[config.mk]
export PLATFORM = sky130hd
export DESIGN_NAME = doc_editor
export DESIGN_NICKNAME = d
export VERILOG_FILES = /design/src/rtl/doc_pkg.sv /design/src/rtl/doc_cursor.sv /design/src/rtl/doc_editor.sv
export SDC_FILE = /design/constraint.sdc
export NUM_CORES = 1
export LEC_CHECK = 0
export CAP_MARGIN = 20
export CORE_MARGIN = 2
export CORE_UTILIZATION = 35
export CTS_CLUSTER_DIAMETER = 50
export DETAILED_ROUTE_END_ITERATION = 7
export PLACE_DENSITY = 0.63
export SYNTH_ARGS = -nofsm -noshare
export SYNTH_HDL_FRONTEND = slang
export SYNTH_SLANG_ARGS = --single-unit
export TNS_END_PERCENT = 20
[constraint.sdc]
create_clock -name clk -period 9.5 [get_ports clk]
set_clock_uncertainty 0.1 [all_clocks]
set_input_delay 1.9 -clock clk [delete_from_list [all_inputs] [get_ports clk]]
set_output_delay 1.9 -clock clk [all_outputs]
set_load 0.005 [all_outputs]
[src/rtl/doc_pkg.sv]
// Shared constants, FSM encodings and cursor command type for the document editor.
// Geometry is fixed at 20 columns by 15 rows, which gives 300 cells.
package doc_pkg;

  localparam int COLS   = 20;
  localparam int ROWS   = 15;
  localparam int DEPTH  = COLS * ROWS;
  localparam int ADDR_W = 9;
  localparam int COL_W  = $clog2(COLS);
  localparam int ROW_W  = $clog2(ROWS);

  localparam logic [7:0] BLANK   = 8'h20;
  localparam logic [7:0] KEY_BS  = 8'h08;
  localparam logic [7:0] KEY_CR  = 8'h0D;
  localparam logic [7:0] KEY_ESC = 8'h1B;

  localparam logic [ADDR_W-1:0] POS_LAST  = ADDR_W'(DEPTH - 1);
  localparam logic [ADDR_W-1:0] POS_DEPTH = ADDR_W'(DEPTH);
  localparam logic [ADDR_W-1:0] POS_COLS  = ADDR_W'(COLS);
  localparam logic [COL_W-1:0]  COL_LAST  = COL_W'(COLS - 1);
  localparam logic [ROW_W-1:0]  ROW_LAST  = ROW_W'(ROWS - 1);

  localparam logic [1:0] ST_CLEAR = 2'd0;
  localparam logic [1:0] ST_IDLE  = 2'd1;
  localparam logic [1:0] ST_WRITE = 2'd2;

  typedef enum logic [2:0] {
    CUR_HOLD,
    CUR_INC,
    CUR_DEC,
    CUR_NEWLINE,
    CUR_ZERO
  } cursor_cmd_t;

  function automatic logic is_printable(input logic [7:0] code);
    return (code >= 8'h20) && (code <= 8'h7E);
  endfunction

endpackage

[src/rtl/doc_cursor.sv]
// Cursor tracker: row and column kept as separate counters next to the linear
// cell index, so no divider is ever needed to locate the cursor.
module doc_cursor
  import doc_pkg::*;
(
  input  logic              clk,
  input  logic              rst,
  input  cursor_cmd_t       cmd,
  output logic [ADDR_W-1:0] cursor_pos
);

  logic [ROW_W-1:0] row;
  logic [COL_W-1:0] col;

  // Increment saturates at the last cell; newline on the last row is a no-op.
  always_ff @(posedge clk) begin
    if (!rst) begin
      cursor_pos <= '0;
      row        <= '0;
      col        <= '0;
    end else begin
      case (cmd)
        CUR_INC: begin
          if (cursor_pos != POS_LAST) begin
            cursor_pos <= cursor_pos + ADDR_W'(1);
            if (col == COL_LAST) begin
              col <= '0;
              row <= row + ROW_W'(1);
            end else begin
              col <= col + COL_W'(1);
            end
          end
        end
        CUR_DEC: begin
          if (cursor_pos != '0) begin
            cursor_pos <= cursor_pos - ADDR_W'(1);
            if (col == '0) begin
              col <= COL_LAST;
              row <= row - ROW_W'(1);
            end else begin
              col <= col - COL_W'(1);
            end
          end
        end
        CUR_NEWLINE: begin
          if (row != ROW_LAST) begin
            row        <= row + ROW_W'(1);
            col        <= '0;
            cursor_pos <= cursor_pos - ADDR_W'(col) + POS_COLS;
          end
        end
        CUR_ZERO: begin
          cursor_pos <= '0;
          row        <= '0;
          col        <= '0;
        end
        default: ;
      endcase
    end
  end

endmodule

[src/rtl/doc_editor.sv]
// Key-driven editor owning the write port of the document RAM.
// Blanks the whole document after reset or ESC, then writes one key per two cycles.
module doc_editor
  import doc_pkg::*;
(
  input  logic              clk,
  input  logic              rst,
  input  logic              key_valid,
  input  logic [7:0]        key_code,
  output logic              key_ready,
  output logic [ADDR_W-1:0] mem_addr,
  output logic [7:0]        mem_din,
  output logic              mem_we,
  output logic [ADDR_W-1:0] cursor_pos,
  output logic              busy
);

  logic [1:0]        state;
  logic [ADDR_W-1:0] clr_cnt;
  logic              accept;
  cursor_cmd_t       cursor_cmd;

  assign accept = (state == ST_IDLE) && key_valid && key_ready;

  // The cursor moves on the same edge that accepts the key.
  always_comb begin
    cursor_cmd = CUR_HOLD;
    if ((state == ST_CLEAR) && (clr_cnt == POS_DEPTH)) begin
      cursor_cmd = CUR_ZERO;
    end else if (accept) begin
      if (is_printable(key_code)) begin
        cursor_cmd = CUR_INC;
      end else if (key_code == KEY_BS) begin
        cursor_cmd = CUR_DEC;
      end else if (key_code == KEY_CR) begin
        cursor_cmd = CUR_NEWLINE;
      end
    end
  end

  doc_cursor u_cursor (
    .clk        (clk),
    .rst        (rst),
    .cmd        (cursor_cmd),
    .cursor_pos (cursor_pos)
  );

  // clr_cnt runs one past the last cell so the final blank write is not
  // overlapped by the cycle in which key_ready rises.
  always_ff @(posedge clk) begin
    if (!rst) begin
      state     <= ST_CLEAR;
      clr_cnt   <= '0;
      key_ready <= 1'b0;
      mem_we    <= 1'b0;
      mem_addr  <= '0;
      mem_din   <= BLANK;
      busy      <= 1'b1;
    end else begin
      case (state)
        ST_CLEAR: begin
          if (clr_cnt == POS_DEPTH) begin
            state     <= ST_IDLE;
            mem_we    <= 1'b0;
            busy      <= 1'b0;
            key_ready <= 1'b1;
          end else begin
            mem_we   <= 1'b1;
            mem_addr <= clr_cnt;
            mem_din  <= BLANK;
            clr_cnt  <= clr_cnt + ADDR_W'(1);
          end
        end
        ST_IDLE: begin
          mem_we <= 1'b0;
          if (accept) begin
            key_ready <= 1'b0;
            if (key_code == KEY_ESC) begin
              state   <= ST_CLEAR;
              clr_cnt <= '0;
              busy    <= 1'b1;
            end else begin
              state <= ST_WRITE;
              if (is_printable(key_code)) begin
                mem_we   <= 1'b1;
                mem_addr <= cursor_pos;
                mem_din  <= key_code;
              end else if ((key_code == KEY_BS) && (cursor_pos != '0)) begin
                mem_we   <= 1'b1;
                mem_addr <= cursor_pos - ADDR_W'(1);
                mem_din  <= BLANK;
              end
            end
          end
        end
        ST_WRITE: begin
          state     <= ST_IDLE;
          mem_we    <= 1'b0;
          key_ready <= 1'b1;
        end
        default: begin
          state     <= ST_CLEAR;
          clr_cnt   <= '0;
          key_ready <= 1'b0;
          mem_we    <= 1'b0;
          busy      <= 1'b1;
        end
      endcase
    end
  end

endmodule

==> metrics.yaml <==
pwr:
  max-vdd-ir-drop_v: 0.00005407
  p_per_area_nw_per_um2: 96.10
  p_total_uw: 394.8
  p_leak_nw: 1.487
timing:
  hold_viol: 0
  min_period_over_period_pct: 51.25
  relSlewSlack_pct: 56.27
  rsz0062_at_grt: "false"
  slew_viol_final: 0
  fmax_mhz: 205.4
  worst_pin_slew_ns: 0.6547
  fin_hold_ws_ns: 0.3580
  fin_crit_ns: 4.869
  finalSetupTns_ns: 0
  layout_setup_ws_ns: 4.631
  setup_viol: 0
die:
  initial_core_util_pct: 35.57
  die_x_microns: 103.0
  num_rows: 36
  die_h_microns: 103.0
  io-pin-count: 40
  coreArea_sq_um: 9639
  die_area_sq_um: 10600
yosys:
  async_reset_ff_share_pct: 0
  synth_flop_cell: "dfxtp_1"
  yosysTopAreaCellShare_pct: 28.03
  synth_top_cell_by_area: "dfxtp_1"
  syn_area_per_cell_sq_um: 7.827
  synth_cells: 438
  synth_edf_count: 0
  ys_ff_latch: 48
  synth_nets: 477
  synth_top_cells_by_area: "dfxtp_1 (28%), ha_1 (9.5%), nor2_1 (6.4%), nand2_1 (4.1%), a21oi_1 (3.8%)"
  synth_area_sq_um: 3428
  synth_cell_types: 63
  yosysSeqAreaShare_pct: 28.03
  ys_warn_count: 0
critical_path:
  critPathMaxFanout: 12
  r2r-start: "u_cursor.cursor_pos[2]"
  r2r_end: "u_cursor.cursor_pos[8]"
  critPathCaptureType: "flop"
  cp.required_ns: 9.66
  rrSetupSlack_ns: 6.22
  crit_arrival_ns: 5.02
  worstSetupPathType: "in2reg"
  ff2ff_path_depth: 10
  start_kind: "input port"
routing:
  routed_via_density: 5.397
  routed_wl_mm: 9.092
  first_iter_violations: 217
  drc: 0
  firstDrtPassIters: 4
  wire_per_inst_microns: 15.10
  vias: 3249
  drtAntennaViolNets: 0
final_layout:
  layout-drive-gt1-share_pct: 5.757
  postLayoutCellArea_sq_um: 4108
  final_common_cell: "nor2_1"
  fillCellCount: 1018
  num_antenna_cells: 0
  syn2layout_area_growth_pct: 19.82
  final_util_pct: 42.61
  layout_common_cells: "nor2_1 (58), dfxtp_1 (48), clkdlybuf4s50_1 (39)"
  layout.area.seq_sq_um: 960.9
  nNetsFinal: 507
  multi_input_area_sq_um: 2287
  finalNonFillerCells: 602
place:
  place_area_sq_um: 3964
  numPlacedInstances: 592
  gp_congestion: 0.8469
  pre_cts_ws_ns: 4.328
  numPortBuffers: 39
  hpwl_mm: 6.755
cts:
  clock_path_buffers: 2
  cts.sinks: 48
  holdBufCountCts: 0
  numCtsBuffers: 5
  post_cts_buffers: 0
  cts_resized: 0
  clkTransAtPathRegs_ns: 0.10
  ctsHtreeMaxLevel: 2
  insertion_delay_ns: 0.31
  cts_root_buf: "clkbuf_8"
  tritoncts: "built"
min_path:
  min_path_cells: 2
  min_from: "mem_addr[3]"
  hold_end: "mem_addr[3]"
  hp-class: "reg2reg"
flow_run:
  max-cap-violations: 0
grt:
  track_usage_pct: 17.87
  grt_pass1_wl_mm: 15.06
  antenna_found_initial: 0
  grt_max_degree: 29
  grt-ovfl-total: 0
  grt_pass1_vias: 3001
outcome:
  run_status: "finished, final reports clean"
[cell type report]
class	count	share of cell area (%)
inverter	27	2.467
sequential	48	23.39
timing repair buffer	46	11.45
tap	133	4.051
clock inverter	2	0.9443
clock buffer	6	2.010
multi-input combinational	340	55.68
[report_power, final]
part | internal, mW | switching, mW | total (mW)
sequential | 0.204 | 0.00208 | 0.206
combinational | 0.0138 | 0.0157 | 0.0295
clock | 0.0862 | 0.0735 | 0.160
total | 0.304 | 0.0912 | 0.395
[state kept, by name (all words and copies together) (netlist names)]
name	count
u_cursor.row	4
u_cursor.col	5
busy	1
clr_cnt	9
mem_we	1
state	1
key_ready	1
mem_din	8
mem_addr	9
u_cursor.cursor_pos	9
[routing by layer]
metal	global-route usage [%]	part of all wire, %	up-vias
met3	3.254	4.1	4
met4	3.745	0.57	0
met1	24.49	49	1541
met5	0	0	-
li1	-	-	1634
met2	29.42	46	70
[cells in the mapped netlist (all sizes together) (4+ instances only)]
master   n
or3      4
nor4     6
nor3    15
a22oi    9
dfxtp   48
inv     25
nand2b   7
a311oi   4
nand4    5
a21oi   26
a32oi    4
nor2b    4
a31oi    5
mux2i    5
nand2   37
o21ai   26
or4      4
ha      26
clkbuf  21
xor2     9
and3     8
xnor2   14
nor2    58
nand3    8
a211o    6
a211oi   6
[logic make-up (layout without fill, tap and decap cells)]
| logic type | count (synthesis) | after routing | synth area share (%) |
|---|---|---|---|
| compound gates | 113 | 113 | 22.37 |
| buf+inv | 50 | 81 | 5.548 |
| fa+ha+maj | 28 | 28 | 10.66 |
| xor+xnor | 23 | 23 | 5.876 |
| flops | 48 | 48 | 28.03 |
| mux | 6 | 6 | 1.788 |
| simple gates | 170 | 170 | 25.73 |
[how the worst max path moves through the flow]
stage	from	to	slack (ns)
floorplan	key_valid	u_cursor.row[3]	5.03
global placement	key_code[6]	u_cursor.row[3]	4.36
detailed placement	key_code[6]	u_cursor.row[3]	4.33
CTS	key_code[6]	u_cursor.row[3]	4.65
global route	key_code[6]	u_cursor.row[3]	4.48
finish	key_code[6]	u_cursor.row[3]	4.63
[worst max-delay path: stages]
cell and delay [ns]:
clkdlybuf4s50_1 0.49, or3_4 0.44, or4_1 0.73, clkinv_1 0.31
ha_1 0.28, a21o_1 0.17, a21oi_1 0.16, xnor2_1 0.16
nand2b_1 0.07, a21boi_0 0.17, o21a_1 0.14
Note: power is estimated with default switching activity, not from simulation.
